==> config.mk <==
export PLATFORM = sky130hd
export DESIGN_NAME = access_door_controller
export DESIGN_NICKNAME = d
export VERILOG_FILES = /design/src/rtl/access_door_controller.sv
export SDC_FILE = /design/constraint.sdc
export NUM_CORES = 1
export LEC_CHECK = 0
export BUFFER_PORTS_ARGS = -buffer_cell sky130_fd_sc_hd__buf_4
export CAP_MARGIN = 40
export CORE_MARGIN = 4
export CORE_UTILIZATION = 40
export DETAILED_ROUTE_END_ITERATION = 16
export GPL_ROUTABILITY_DRIVEN = 0
export GPL_TIMING_DRIVEN = 0
export PLACE_DENSITY = 0.77
export SETUP_SLACK_MARGIN = 0.1
export SLEW_MARGIN = 0
export SYNTH_ARGS = -nofsm -noshare
export SYNTH_HDL_FRONTEND = slang
export SYNTH_SLANG_ARGS = --single-unit
export TNS_END_PERCENT = 5
==> constraint.sdc <==
create_clock -name clk -period 2 [get_ports clk]
set_input_delay 0.4 -clock clk [delete_from_list [all_inputs] [get_ports clk]]
set_output_delay 0.4 -clock clk [all_outputs]
set_load 0.02 [all_outputs]
==> src/rtl/access_door_controller.sv <==
// access_door_controller: keypad handshake, comparator sequencing, timed door unlock,
// failed-attempt lockout with intruder alarm, and emergency force-open.
module access_door_controller #(
  parameter int CODE_W      = 12,
  parameter int OPEN_CYCLES = 8,
  parameter int DENY_CYCLES = 2,
  parameter int MAX_FAIL    = 3,
  parameter int LOCK_CYCLES = 16
) (
  input  logic              clk,
  input  logic              rst_n,
  input  logic [CODE_W-1:0] code_in,
  input  logic              code_valid,
  output logic              code_ready,
  output logic [CODE_W-1:0] cmp_code,
  input  logic              cmp_match,
  input  logic              emergency,
  output logic              door_unlock,
  output logic              intruder_alarm,
  output logic              lockout,
  output logic [2:0]        fail_cnt,
  output logic [2:0]        state
);
  localparam int MAX_T = (OPEN_CYCLES > DENY_CYCLES ?
                          (OPEN_CYCLES > LOCK_CYCLES ? OPEN_CYCLES : LOCK_CYCLES) :
                          (DENY_CYCLES > LOCK_CYCLES ? DENY_CYCLES : LOCK_CYCLES));
  localparam int TW = $clog2(MAX_T) + 1;
  typedef enum logic [2:0] {
    IDLE    = 3'd0,
    CHECK   = 3'd1,
    OPEN    = 3'd2,
    DENY    = 3'd3,
    LOCKOUT = 3'd4,
    EMERG   = 3'd5
  } state_t;
  state_t            r_state, w_state_nx;
  logic [TW-1:0]     r_timer, w_timer_nx;
  logic [2:0]        r_fail, w_fail_nx, w_fail_inc;
  logic [CODE_W-1:0] r_code;
  logic              w_xfer;
  assign code_ready     = (r_state == IDLE);
  assign door_unlock    = (r_state == OPEN) || (r_state == EMERG);
  assign lockout        = (r_state == LOCKOUT);
  assign intruder_alarm = (r_state == LOCKOUT);
  assign cmp_code       = r_code;
  assign fail_cnt       = r_fail;
  assign state          = r_state;
  assign w_xfer         = code_valid && code_ready;
  assign w_fail_inc     = r_fail + 3'd1;
  always_comb begin
    w_state_nx = r_state;
    w_timer_nx = r_timer;
    w_fail_nx  = r_fail;
    if (emergency) begin
      w_state_nx = EMERG;
      w_timer_nx = '0;
      w_fail_nx  = '0;
    end else begin
      case (r_state)
        IDLE: w_state_nx = w_xfer ? CHECK : IDLE;
        CHECK: begin
          if (cmp_match) begin
            w_state_nx = OPEN;
            w_timer_nx = TW'(OPEN_CYCLES - 1);
            w_fail_nx  = '0;
          end else begin
            w_fail_nx  = w_fail_inc;
            w_state_nx = (w_fail_inc == 3'(MAX_FAIL)) ? LOCKOUT : DENY;
            w_timer_nx = (w_fail_inc == 3'(MAX_FAIL)) ? TW'(LOCK_CYCLES - 1) : TW'(DENY_CYCLES - 1);
          end
        end
        OPEN, DENY: begin
          w_state_nx = (r_timer == '0) ? IDLE : r_state;
          w_timer_nx = (r_timer == '0) ? r_timer : r_timer - TW'(1);
        end
        LOCKOUT: begin
          w_state_nx = (r_timer == '0) ? IDLE : LOCKOUT;
          w_timer_nx = (r_timer == '0) ? r_timer : r_timer - TW'(1);
          w_fail_nx  = (r_timer == '0) ? 3'd0 : r_fail;
        end
        // EMERG exits on the first quiet edge; unused encodings recover here too
        default: w_state_nx = IDLE;
      endcase
    end
  end
  always_ff @(posedge clk or negedge rst_n) begin
    if (!rst_n) begin
      r_state <= IDLE;
      r_timer <= '0;
      r_fail  <= '0;
      r_code  <= '0;
    end else begin
      r_state <= w_state_nx;
      r_timer <= w_timer_nx;
      r_fail  <= w_fail_nx;
      if (w_xfer) r_code <= code_in;
    end
  end
endmodule
==> results.txt <==
Hold depth = 2
Seq/Total Area, Yosys = 48.5%
Final instance area = 0.00161 mm^2
Number of global-route vias before repair = 1011
Final non-filler cell total = 186
# DRC = 0
Tot Pwr = 1.64 mW
Die width = 62.5 um
Number of port buffers = 38
Worst r2r path cells = 6
TritonCTS Buffers = 3
Syn_nets = 128
Max-cap check violation count = 0
Clock root buffer = clkbuf_4
Vias per inst = 5.51
Post-synth top area cell = dfrtp_1
# IOs = 39
# setup viols final = 0
Initial DRC Count = 25
Mean post-synth cell area = 11.0 um^2
Pleak = 0.755 nW
Cell Pwr Density = 1020 mW/mm^2
Skew final = 0.00411 ns
Clock net sink count = 23
First-pass GRT wire length = 4.64 mm
Critical Path AT = 1.45 ns
Hold path start = code_in[6]
Cells along the critical path = buf_6 > nor3b_4 > buf_4 > buf_4
Final WL = 2.76 mm
First drt pass iteration count = 4
Worst Setup SP = state[0]
Period utilisation layout = 92.4%
Fill cell count = 241
Antenna-violating nets left = 0
Final setup margin = 0.151 ns
Worst R2R Setup Slack = 0.16 ns
Placement Cell Area = 0.00152 mm^2
Synth Flop Type = dfrtp_1
Crit Path Category = reg -> out
Clock Pin Slew Worst Setup and Hold Paths = 0.13 ns
Worst r2r src = r_timer[0]
Slowest-stage cell, CP = dfrtp_1
CTS H-tree lvls = 1
Post-synth top area share = 48.5%
Row Count = 19
Ys Warns = 0
Max_slew headroom = 62.8%
Initial antenna violation count = 0
Post-synthesis cell type count = 40
CORE AREA = 0.00281 mm^2
Post-synth ARST share = 100%
Pre-CTS setup slack = 0.0683 ns
Most frequent CP cell = buf_4
Final Hold Vio Count = 0
Synth top area cells = dfrtp_1 49%, mux2_2 12%, ha_1 3.2%
Hold Path Class = in -> reg
Largest net degree at the start of global routing = 24
Nets = 176
Initial core utilization = 42.3%
Max FO, Critical Path = 10
Area of the mapped netlist = 0.00119 mm^2
Number of synthesized flops with an enable pin = 0
Min Tclk post-route = 1.85 ns
Share of cells above drive strength 1 = 46.5%
GR Overflow Total = 0
Worst IR Drop VDD = 382 uV
Fmax = 541 MHz
Slew of the pin with the lowest slew margin = 0.559 ns
CP Data Required Time = 1.60 ns
CP Launch Type = flip-flop
Drt wl/cell = 14.8 um
Setup total negative slack = 0 ns
Gr usage total = 14.7%
Critical Path Max Stage Delay = 0.42 ns
Via count = 1025
Clk_lat worst skew = 0.32 ns
Finished Core Util = 57.3%
WHS Endpoint = cmp_code[6]
Yosys reg bits = 23
Die Area = 0.00390 mm^2
Min Hold Slack = 0.302 ns
Post-synthesis cell count = 108
Clock tree from TritonCTS = yes
# diodes = 0
Clk buf depth = 2
R2R Path End = r_timer[0]
Die Y = 62.5 um
Cell count after placement = 177
Slew Limit Fails = 0
Dpl hpwl = 2.03 mm
Status = finished, final reports clean
Unrepaired setup endpoints after global routing = true
CP endpoint kind = primary output
Area Growth Syn to Fin = 35.5%
[layout make-up]
class	instances	area [um^2]	share of cell area (%)
inverter	6	22.5	1.40
clock buffer	3	22.5	1.40
tap	31	38.8	2.41
buffer	7	42.5	2.65
multi-input combinational	72	571	35.5
timing repair buffer	43	329	20.5
clock inverter	1	5.00	0.311
sequential	23	577	35.9
[where the power goes]
group / total (mW) / leakage [nW] / internal (mW) / switching (mW)
Clock: 0.219 / 0.0177 / 0.0751 / 0.144
Combinational: 0.762 / 0.451 / 0.373 / 0.389
Sequential: 0.662 / 0.286 / 0.586 / 0.0759
[cells in the final DEF (no fill, tap or decap), drive strengths merged, types with 4 or more instances in the layout]
cell type	netlist	routed
buf	6	48
dfrtp	23	23
mux2	13	13
inv	6	6
nand2	5	5
nor2	5	5
a21oi	5	5
nand2b	4	4
nand3	4	4
clkbuf	1	4
o21ai	4	4
[flip-flops by register name (all words and copies together) (netlist names)]
name and count:
cmp_code 12, state 3, fail_cnt 3, r_timer 5
[synth_stat cells (2+ instances only)]
cell type   n
dfrtp_1    23
mux2_2     13
inv_1       6
buf_2       5
nand2_1     5
nor2_1      5
a21oi_1     4
nand2b_1    4
nand3_1     4
a31oi_1     3
ha_1        3
nor3_1      2
o211ai_1    2
o21ai_0     2
o21ai_1     2
[routing by layer]
layer	up-vias	GRT usage, %	part of all wire [%]	routed length, um
met4	0	5.79	1.8	50
met5	-	0	0	0
met3	5	4.86	9.9	274
li1	491	-	-	-
met1	477	18.2	44	1210
met2	52	23.6	45	1230
[worst max-delay path: cells and delay by family, from the launching register on]
| family | cells | cell delay, ns |
|---|---|---|
| DFF | 1 | 0.42 |
| buffers and inverters | 3 | 0.44 |
| and+or+nand+nor | 1 | 0.27 |
[timing repair]
item                                   4_1_cts  5_1_grt
buffers inserted                             3        1
setup endpoints to repair                    6        7
hold buffers                                 1        0
pin swaps                                    1        1
endpoints found under the hold margin       23        0
cloned                                       0        0
gates resized for setup                      1        7
[cell families after synthesis]
kind of cell | Yosys count | share of synthesized area, %
adders and majority gates | 4 | 4.01
AOI/OAI and AO/OA | 22 | 12.8
muxes | 13 | 12.3
and+or+nand+nor | 33 | 17.4
buffers and inverters | 13 | 4.96
DFF | 23 | 48.5
[how the worst max path moves through the flow]
stage | endpoint
after floorplan | r_timer[0]
after global placement | r_timer[0]
after detailed placement | r_timer[0]
after CTS | r_timer[0]
after global routing | lockout
final | lockout
(Power assumes the default switching activity.)
